[config.mk]
export PLATFORM = sky130hd
export DESIGN_NAME = ccip_c1_write_responder_flat
export DESIGN_NICKNAME = d
export VERILOG_FILES = /design/src/rtl/ccip_c1_write_responder_if.sv /design/src/rtl/ccip_c1_write_responder.sv /design/src/flat_wrapper.sv
export SDC_FILE = /design/constraint.sdc
export NUM_CORES = 1
export LEC_CHECK = 0
export ABC_AREA = 1
export BUFFER_PORTS_ARGS = -buffer_cell sky130_fd_sc_hd__clkbuf_2
export CORE_MARGIN = 1.5
export CORE_UTILIZATION = 60
export CTS_CLUSTER_SIZE = 24
export DETAILED_ROUTE_END_ITERATION = 8
export GPL_TIMING_DRIVEN = 0
export PLACE_DENSITY = 0.77
export SYNTH_ARGS = -nofsm -noshare
export SYNTH_HDL_FRONTEND = slang
export SYNTH_SLANG_ARGS = --single-unit
[constraint.sdc]
create_clock -name clk -period 10.85 [get_ports clk]
set_input_delay 0.5425 -clock clk [delete_from_list [all_inputs] [get_ports clk]]
set_output_delay 0.5425 -clock clk [all_outputs]
set_load 0.02 [all_outputs]
[src/rtl/ccip_c1_write_responder_if.sv]
// ccip_c1_write_responder_if: CCI-P c1 write channel bundle between an AFU-side requester and the host model
// Ports: c1Tx (write/fence requests), c1TxAlmFull (backpressure), c1Rx (write/fence responses).
// master = requester side, slave = responder side.
// Encodings: req_type WRLINE_I=0, WRLINE_M=1, WRFENCE=4; resp_type WRLINE=1, WRFENCE=4.
interface ccip_c1_write_responder_if;
  typedef struct packed {
    logic [3:0]  req_type;
    logic [1:0]  cl_len;
    logic        sop;
    logic [15:0] mdata;
  } t_ccip_c1_req_hdr;
  typedef struct packed {
    t_ccip_c1_req_hdr hdr;
    logic             valid;
  } t_if_ccip_c1_Tx;
  typedef struct packed {
    logic [1:0]  vc_used;
    logic        hit_miss;
    logic        format;
    logic [1:0]  cl_num;
    logic [3:0]  resp_type;
    logic [15:0] mdata;
  } t_ccip_c1_rsp_hdr;
  typedef struct packed {
    t_ccip_c1_rsp_hdr hdr;
    logic             rspValid;
  } t_if_ccip_c1_Rx;
  t_if_ccip_c1_Tx c1Tx;
  logic           c1TxAlmFull;
  t_if_ccip_c1_Rx c1Rx;
  modport master (output c1Tx, input c1TxAlmFull, input c1Rx);
  modport slave (input c1Tx, output c1TxAlmFull, output c1Rx);
endinterface

[src/rtl/ccip_c1_write_responder.sv]
// ccip_c1_write_responder: host model answering c1 writes/fences after a programmable latency
// Ports: clk, reset (sync, active-high); bus.slave carries c1Tx in, c1TxAlmFull and c1Rx out (registered);
// error[0] sticky SOP/phase violation, error[1] sticky response-FIFO overflow.
module ccip_c1_write_responder #(
  parameter int FIFO_DEPTH = 16,
  parameter int ALMOST_FULL_THRESHOLD = 4,
  parameter int RSP_LATENCY = 4,
  parameter bit PACK_RESPONSES = 1'b1
) (
  input  logic clk,
  input  logic reset,
  ccip_c1_write_responder_if.slave bus,
  output logic [1:0] error
);
  localparam int AW = $clog2(FIFO_DEPTH);
  localparam logic [3:0] E_REQ_WRLINE_I = 4'h0;
  localparam logic [3:0] E_REQ_WRLINE_M = 4'h1;
  localparam logic [3:0] E_REQ_WRFENCE = 4'h4;
  localparam logic [3:0] E_RSP_WRLINE = 4'h1;
  localparam logic [3:0] E_RSP_WRFENCE = 4'h4;
  // the output register adds one cycle, so the head leaves one cycle early
  localparam logic [7:0] LAT_M1 = 8'(RSP_LATENCY - 1);
  typedef struct packed {
    logic [3:0]  resp_type;
    logic        format;
    logic [1:0]  cl_num;
    logic [15:0] mdata;
    logic [7:0]  enq_time;
  } entry_t;
  entry_t mem [FIFO_DEPTH];
  entry_t head, ent;
  logic [AW-1:0] wr_ptr, rd_ptr;
  logic [AW:0] count, count_nxt;
  logic [7:0] now, age;
  logic [1:0] beat_num, len_q, cur_len;
  logic [15:0] mdata_q, cur_mdata;
  logic wr_beat, fence, first, sop_err, beat_ok, last, push, pop, full, do_push;
  always_comb begin
    wr_beat = bus.c1Tx.valid && (bus.c1Tx.hdr.req_type == E_REQ_WRLINE_I || bus.c1Tx.hdr.req_type == E_REQ_WRLINE_M);
    fence = bus.c1Tx.valid && bus.c1Tx.hdr.req_type == E_REQ_WRFENCE;
    first = beat_num == 2'd0;
    // later beats of a packet use the header captured on the first beat
    cur_len = first ? bus.c1Tx.hdr.cl_len : len_q;
    cur_mdata = first ? bus.c1Tx.hdr.mdata : mdata_q;
    sop_err = wr_beat && (bus.c1Tx.hdr.sop != first);
    beat_ok = wr_beat && !sop_err;
    last = beat_num == cur_len;
    push = fence || (beat_ok && (!PACK_RESPONSES || last));
    ent.resp_type = fence ? E_RSP_WRFENCE : E_RSP_WRLINE;
    ent.format = !fence && PACK_RESPONSES;
    ent.cl_num = fence ? 2'd0 : PACK_RESPONSES ? cur_len : beat_num;
    ent.mdata = fence ? bus.c1Tx.hdr.mdata : cur_mdata;
    ent.enq_time = now;
    head = mem[rd_ptr];
    // modular age stays correct across the counter wrap
    age = now - head.enq_time;
    full = count == (AW+1)'(FIFO_DEPTH);
    pop = count != '0 && age >= LAT_M1;
    do_push = push && (!full || pop);
    count_nxt = count + (AW+1)'(do_push) - (AW+1)'(pop);
  end
  always_ff @(posedge clk) begin
    if (do_push) mem[wr_ptr] <= ent;
    if (beat_ok && first) begin
      len_q <= bus.c1Tx.hdr.cl_len;
      mdata_q <= bus.c1Tx.hdr.mdata;
    end
  end
  always_ff @(posedge clk) begin
    if (reset) begin
      beat_num <= '0;
      wr_ptr <= '0;
      rd_ptr <= '0;
      count <= '0;
      now <= '0;
      error <= '0;
      bus.c1TxAlmFull <= 1'b1;
      bus.c1Rx <= '0;
    end else begin
      now <= now + 8'd1;
      if (sop_err || fence) beat_num <= '0;
      else if (beat_ok) beat_num <= last ? 2'd0 : beat_num + 2'd1;
      if (do_push) wr_ptr <= wr_ptr + 1'b1;
      if (pop) rd_ptr <= rd_ptr + 1'b1;
      count <= count_nxt;
      error <= error | {push && full && !pop, sop_err || (fence && !first)};
      bus.c1TxAlmFull <= count_nxt >= (AW+1)'(FIFO_DEPTH - ALMOST_FULL_THRESHOLD);
      bus.c1Rx <= '0;
      if (pop) begin
        bus.c1Rx.rspValid <= 1'b1;
        bus.c1Rx.hdr.resp_type <= head.resp_type;
        bus.c1Rx.hdr.format <= head.format;
        bus.c1Rx.hdr.cl_num <= head.cl_num;
        bus.c1Rx.hdr.mdata <= head.mdata;
      end
    end
  end
endmodule

[src/flat_wrapper.sv]
// flat-port wrapper written by rule: the top's interface ports become plain ports
module ccip_c1_write_responder_flat 
#(
  parameter int FIFO_DEPTH = 16,
  parameter int ALMOST_FULL_THRESHOLD = 4,
  parameter int RSP_LATENCY = 4,
  parameter bit PACK_RESPONSES = 1'b1
)
  (clk, reset, error, bus_c1Tx, bus_c1TxAlmFull, bus_c1Rx);
  ccip_c1_write_responder_if bus_i ();
  input  logic clk;
  input  logic reset;
  output logic [1:0] error;
  input wire logic [$bits(bus_i.c1Tx)-1:0] bus_c1Tx;
  output wire logic [$bits(bus_i.c1TxAlmFull)-1:0] bus_c1TxAlmFull;
  output wire logic [$bits(bus_i.c1Rx)-1:0] bus_c1Rx;
  assign bus_i.c1Tx = bus_c1Tx;
  assign bus_c1TxAlmFull = bus_i.c1TxAlmFull;
  assign bus_c1Rx = bus_i.c1Rx;
  ccip_c1_write_responder #(.FIFO_DEPTH(FIFO_DEPTH), .ALMOST_FULL_THRESHOLD(ALMOST_FULL_THRESHOLD), .RSP_LATENCY(RSP_LATENCY), .PACK_RESPONSES(PACK_RESPONSES)) u_core (.clk(clk), .reset(reset), .bus(bus_i), .error(error));
endmodule
==> results.sh <==
export IMPL_hold_buffers=0
export IMPL_final_common_cell="edfxtp_1"
export IMPL_synthToLayoutAreaGrowth_pct=14.2
export IMPL_routed_wirelength_mm=56.7
export IMPL_synth_cells=1541
export IMPL_use_met3_pct=6.83
export IMPL_crit_required_ns=11.28
export IMPL_use_met1_pct=42.4
export IMPL_vdd_drop_max_mv=0.182
export IMPL_endpoint_kind="flop"
export IMPL_globalplace_congestion=0.851
export IMPL_final_cell_mix="466 x edfxtp_1, 246 x nor2_1, 220 x o21ai_0"
export IMPL_port_buffers=49
export IMPL_crit_type="flop to flop"
export IMPL_worst_pin_slew_ns=1.39
export IMPL_root_buffer="clkbuf_16"
export IMPL_rsz0062_at_grt="false"
export IMPL_fin_crit_ns=6.18
export IMPL_cts_setup_buffers=0
export IMPL_vias=14100
export IMPL_startpoint_type="flop"
export IMPL_vias_per_cell=6.56
export IMPL_tritoncts="done"
export IMPL_ys_ff_latch=517
export IMPL_drv_slew=0
export IMPL_clkTransAtPathRegs_ns=0.06
export IMPL_die_w_um=188
export IMPL_synth_area_per_cell_sq_um=13.3
export IMPL_status="finished, final reports clean"
export IMPL_h_tree_depth=2
export IMPL_cp_arrival_ns=6.61
export IMPL_final_setup_tns_ns=0
export IMPL_cts_buffers=50
export IMPL_finalClockSkew_ns=0.0229
export IMPL_clock_sinks=517
export IMPL_first_pass_iters=6
export IMPL_dieArea_sq_mm=0.0353
export IMPL_gr_total_overflow=0
export IMPL_slew_headroom_pct=6.74
export IMPL_detail_route_iter0_violations=1996
export IMPL_ys_warn_count=0
export IMPL_min_path_type="input port to flop"
export IMPL_setup_violations=0
export IMPL_p_leak_nw=7.86
export IMPL_post_cts_resized=0
export IMPL_seq_area_frac_synth_pct=73.1
export IMPL_synth_area_sq_mm=0.0205
export IMPL_grt_pass1_wl_mm=83.6
export IMPL_hold_violations=0
export IMPL_cts_buffer_depth=3
export IMPL_boundaryPins=56
export IMPL_routedWlPerCell_um=26.3
export IMPL_max_cap_viol_count=0
export IMPL_place_detailed_hpwl_mm=36.1
export IMPL_use_met2_pct=52.0
export IMPL_antenna_found_initial=1
export IMPL_synth_cell_types=39
export IMPL_rows=67
export IMPL_cpPeakStageDelay_ns=0.58
export IMPL_grt_max_degree=27
export IMPL_drive_gt1_share_pct=13.8
export IMPL_final_nets=1712
export IMPL_powerDensity_mw_per_mm2=235
export IMPL_die_h_um=188
export IMPL_start_util_pct=61.1
export IMPL_ant_nets=0
export IMPL_fin_crit_sh_pct=57.0
export IMPL_critPathSlowestCell="clkbuf_1"
export IMPL_grtUsageTotal_pct=32.3
export IMPL_n_antenna_cell=0
export IMPL_core_area_sq_mm=0.0336
export IMPL_grt_pass1_vias=13900
export IMPL_top_usage_layer="met2"
export IMPL_utilization_pct=69.8
export IMPL_drc=0
export IMPL_clock_fmax_mhz=162
export IMPL_clkLatencyLatePin_ns=0.59
export IMPL_crit_fanout=10
state kept, by name, indices dropped and copies added, names as in the netlist, named ones only:
name	flops
u_core.error	2
u_core.bus.c1TxAlmFull	1
u_core.beat_num	2
u_core.count	5
u_core.rd_ptr	4
u_core.len_q	2
u_core.wr_ptr	4
u_core.mem	448
u_core.bus.c1Rx	21
u_core.now	8
u_core.mdata_q	16
power breakdown:
part | switching (mW) | internal, mW | leakage, nW
registers | 0.0251 | 2.22 | 4.65
logic | 1.14 | 0.434 | 2.44
clock network | 0.727 | 0.971 | 0.770
total | 1.89 | 3.63 | 7.86
synthesized netlist by cell type (all sizes together):
cell    number  area, sq um
nand2       69          297
nor4         1         6.26
a21oi       42          289
nor3         4         25.0
fa           2         40.0
mux2i        2         20.0
buf         29          184
nand3       60          330
o22ai       28          175
nor2       265         1000
o221ai      80          701
nand4        2         12.5
a211oi       1         7.51
edfxtp     466        14000
xor2        11         96.3
clkbuf      72          270
nand3b       2         15.0
xnor2        4         35.0
conb         1         3.75
o211ai      30          225
mux2        16          180
inv         60          228
a31oi        1         6.26
ha          21          263
o21ai      220         1100
dfxtp       51         1020
o21a         1         7.51
final timing paths:
kind | from | end | slack [ns] | depth (start not counted)
worst max register to register | flop | u_core.bus.c1TxAlmFull | 4.67 | 29
worst max-delay path | flop | u_core.bus.c1TxAlmFull | 4.67 | 29
worst min register to register | u_core.error[1] | u_core.error[1] | 0.46 | 2
worst min-delay path | bus_c1Tx[7] | u_core.mdata_q[6] | 0.15 | 1
critical path: cells and delay by family, from the launching register on:
| family | cells | cell delay, ns |
|---|---|---|
| buf+inv | 7 | 1.64 |
| xor+xnor | 2 | 0.38 |
| fa+ha+maj | 5 | 1.51 |
| flops | 1 | 0.36 |
| simple gates | 10 | 1.20 |
| compound gates | 5 | 0.95 |
final cells by class:
cell class | count | area, sq um
sequential | 517 | 15000
fill | 2194 | 10200
multi-input combinational | 867 | 4980
clock buffer | 76 | 1410
timing repair buffer | 66 | 633
tap | 448 | 561
buffer | 101 | 454
inverter | 60 | 228
clock inverter | 18 | 183
logic make-up (layout without fill, tap and decap cells):
| family | count (synthesis) | after routing | synth area share, % |
|---|---|---|---|
| other cells | 1 | 5 | 0.0183 |
| buf+inv | 161 | 321 | 3.32 |
| mux | 18 | 18 | 0.975 |
| compound gates | 403 | 403 | 12.2 |
| xor+xnor | 15 | 15 | 0.640 |
| fa+ha+maj | 23 | 23 | 1.47 |
| simple gates | 403 | 403 | 8.23 |
| flops | 517 | 517 | 73.1 |
per-layer routing:
| layer | vias up | share of wire [%] |
|---|---|---|
| met5 | - | 0 |
| met4 | 0 | 4.7 |
| met3 | 203 | 13 |
| met2 | 1164 | 47 |
| met1 | 6769 | 35 |
| li1 | 5977 | - |
per-stage QoR:
stage / power [mW] / setup WS [ns] / cell area, sq um / hold slack [ns] / std cells
floorplan: 3.25 / 6.26 / 20600 / 0.463 / 1545
global placement: 3.76 / 3.61 / 21400 / 0.441 / 2042
detailed placement: 3.81 / 4.92 / 21900 / 0.445 / 2059
CTS: 5.48 / 4.88 / 23500 / 0.142 / 2153
global route: 5.70 / 4.37 / 23500 / 0.147 / 2153
finish: 5.52 / 4.67 / 23500 / 0.149 / 2153
Power figures use the tool's default switching activity.
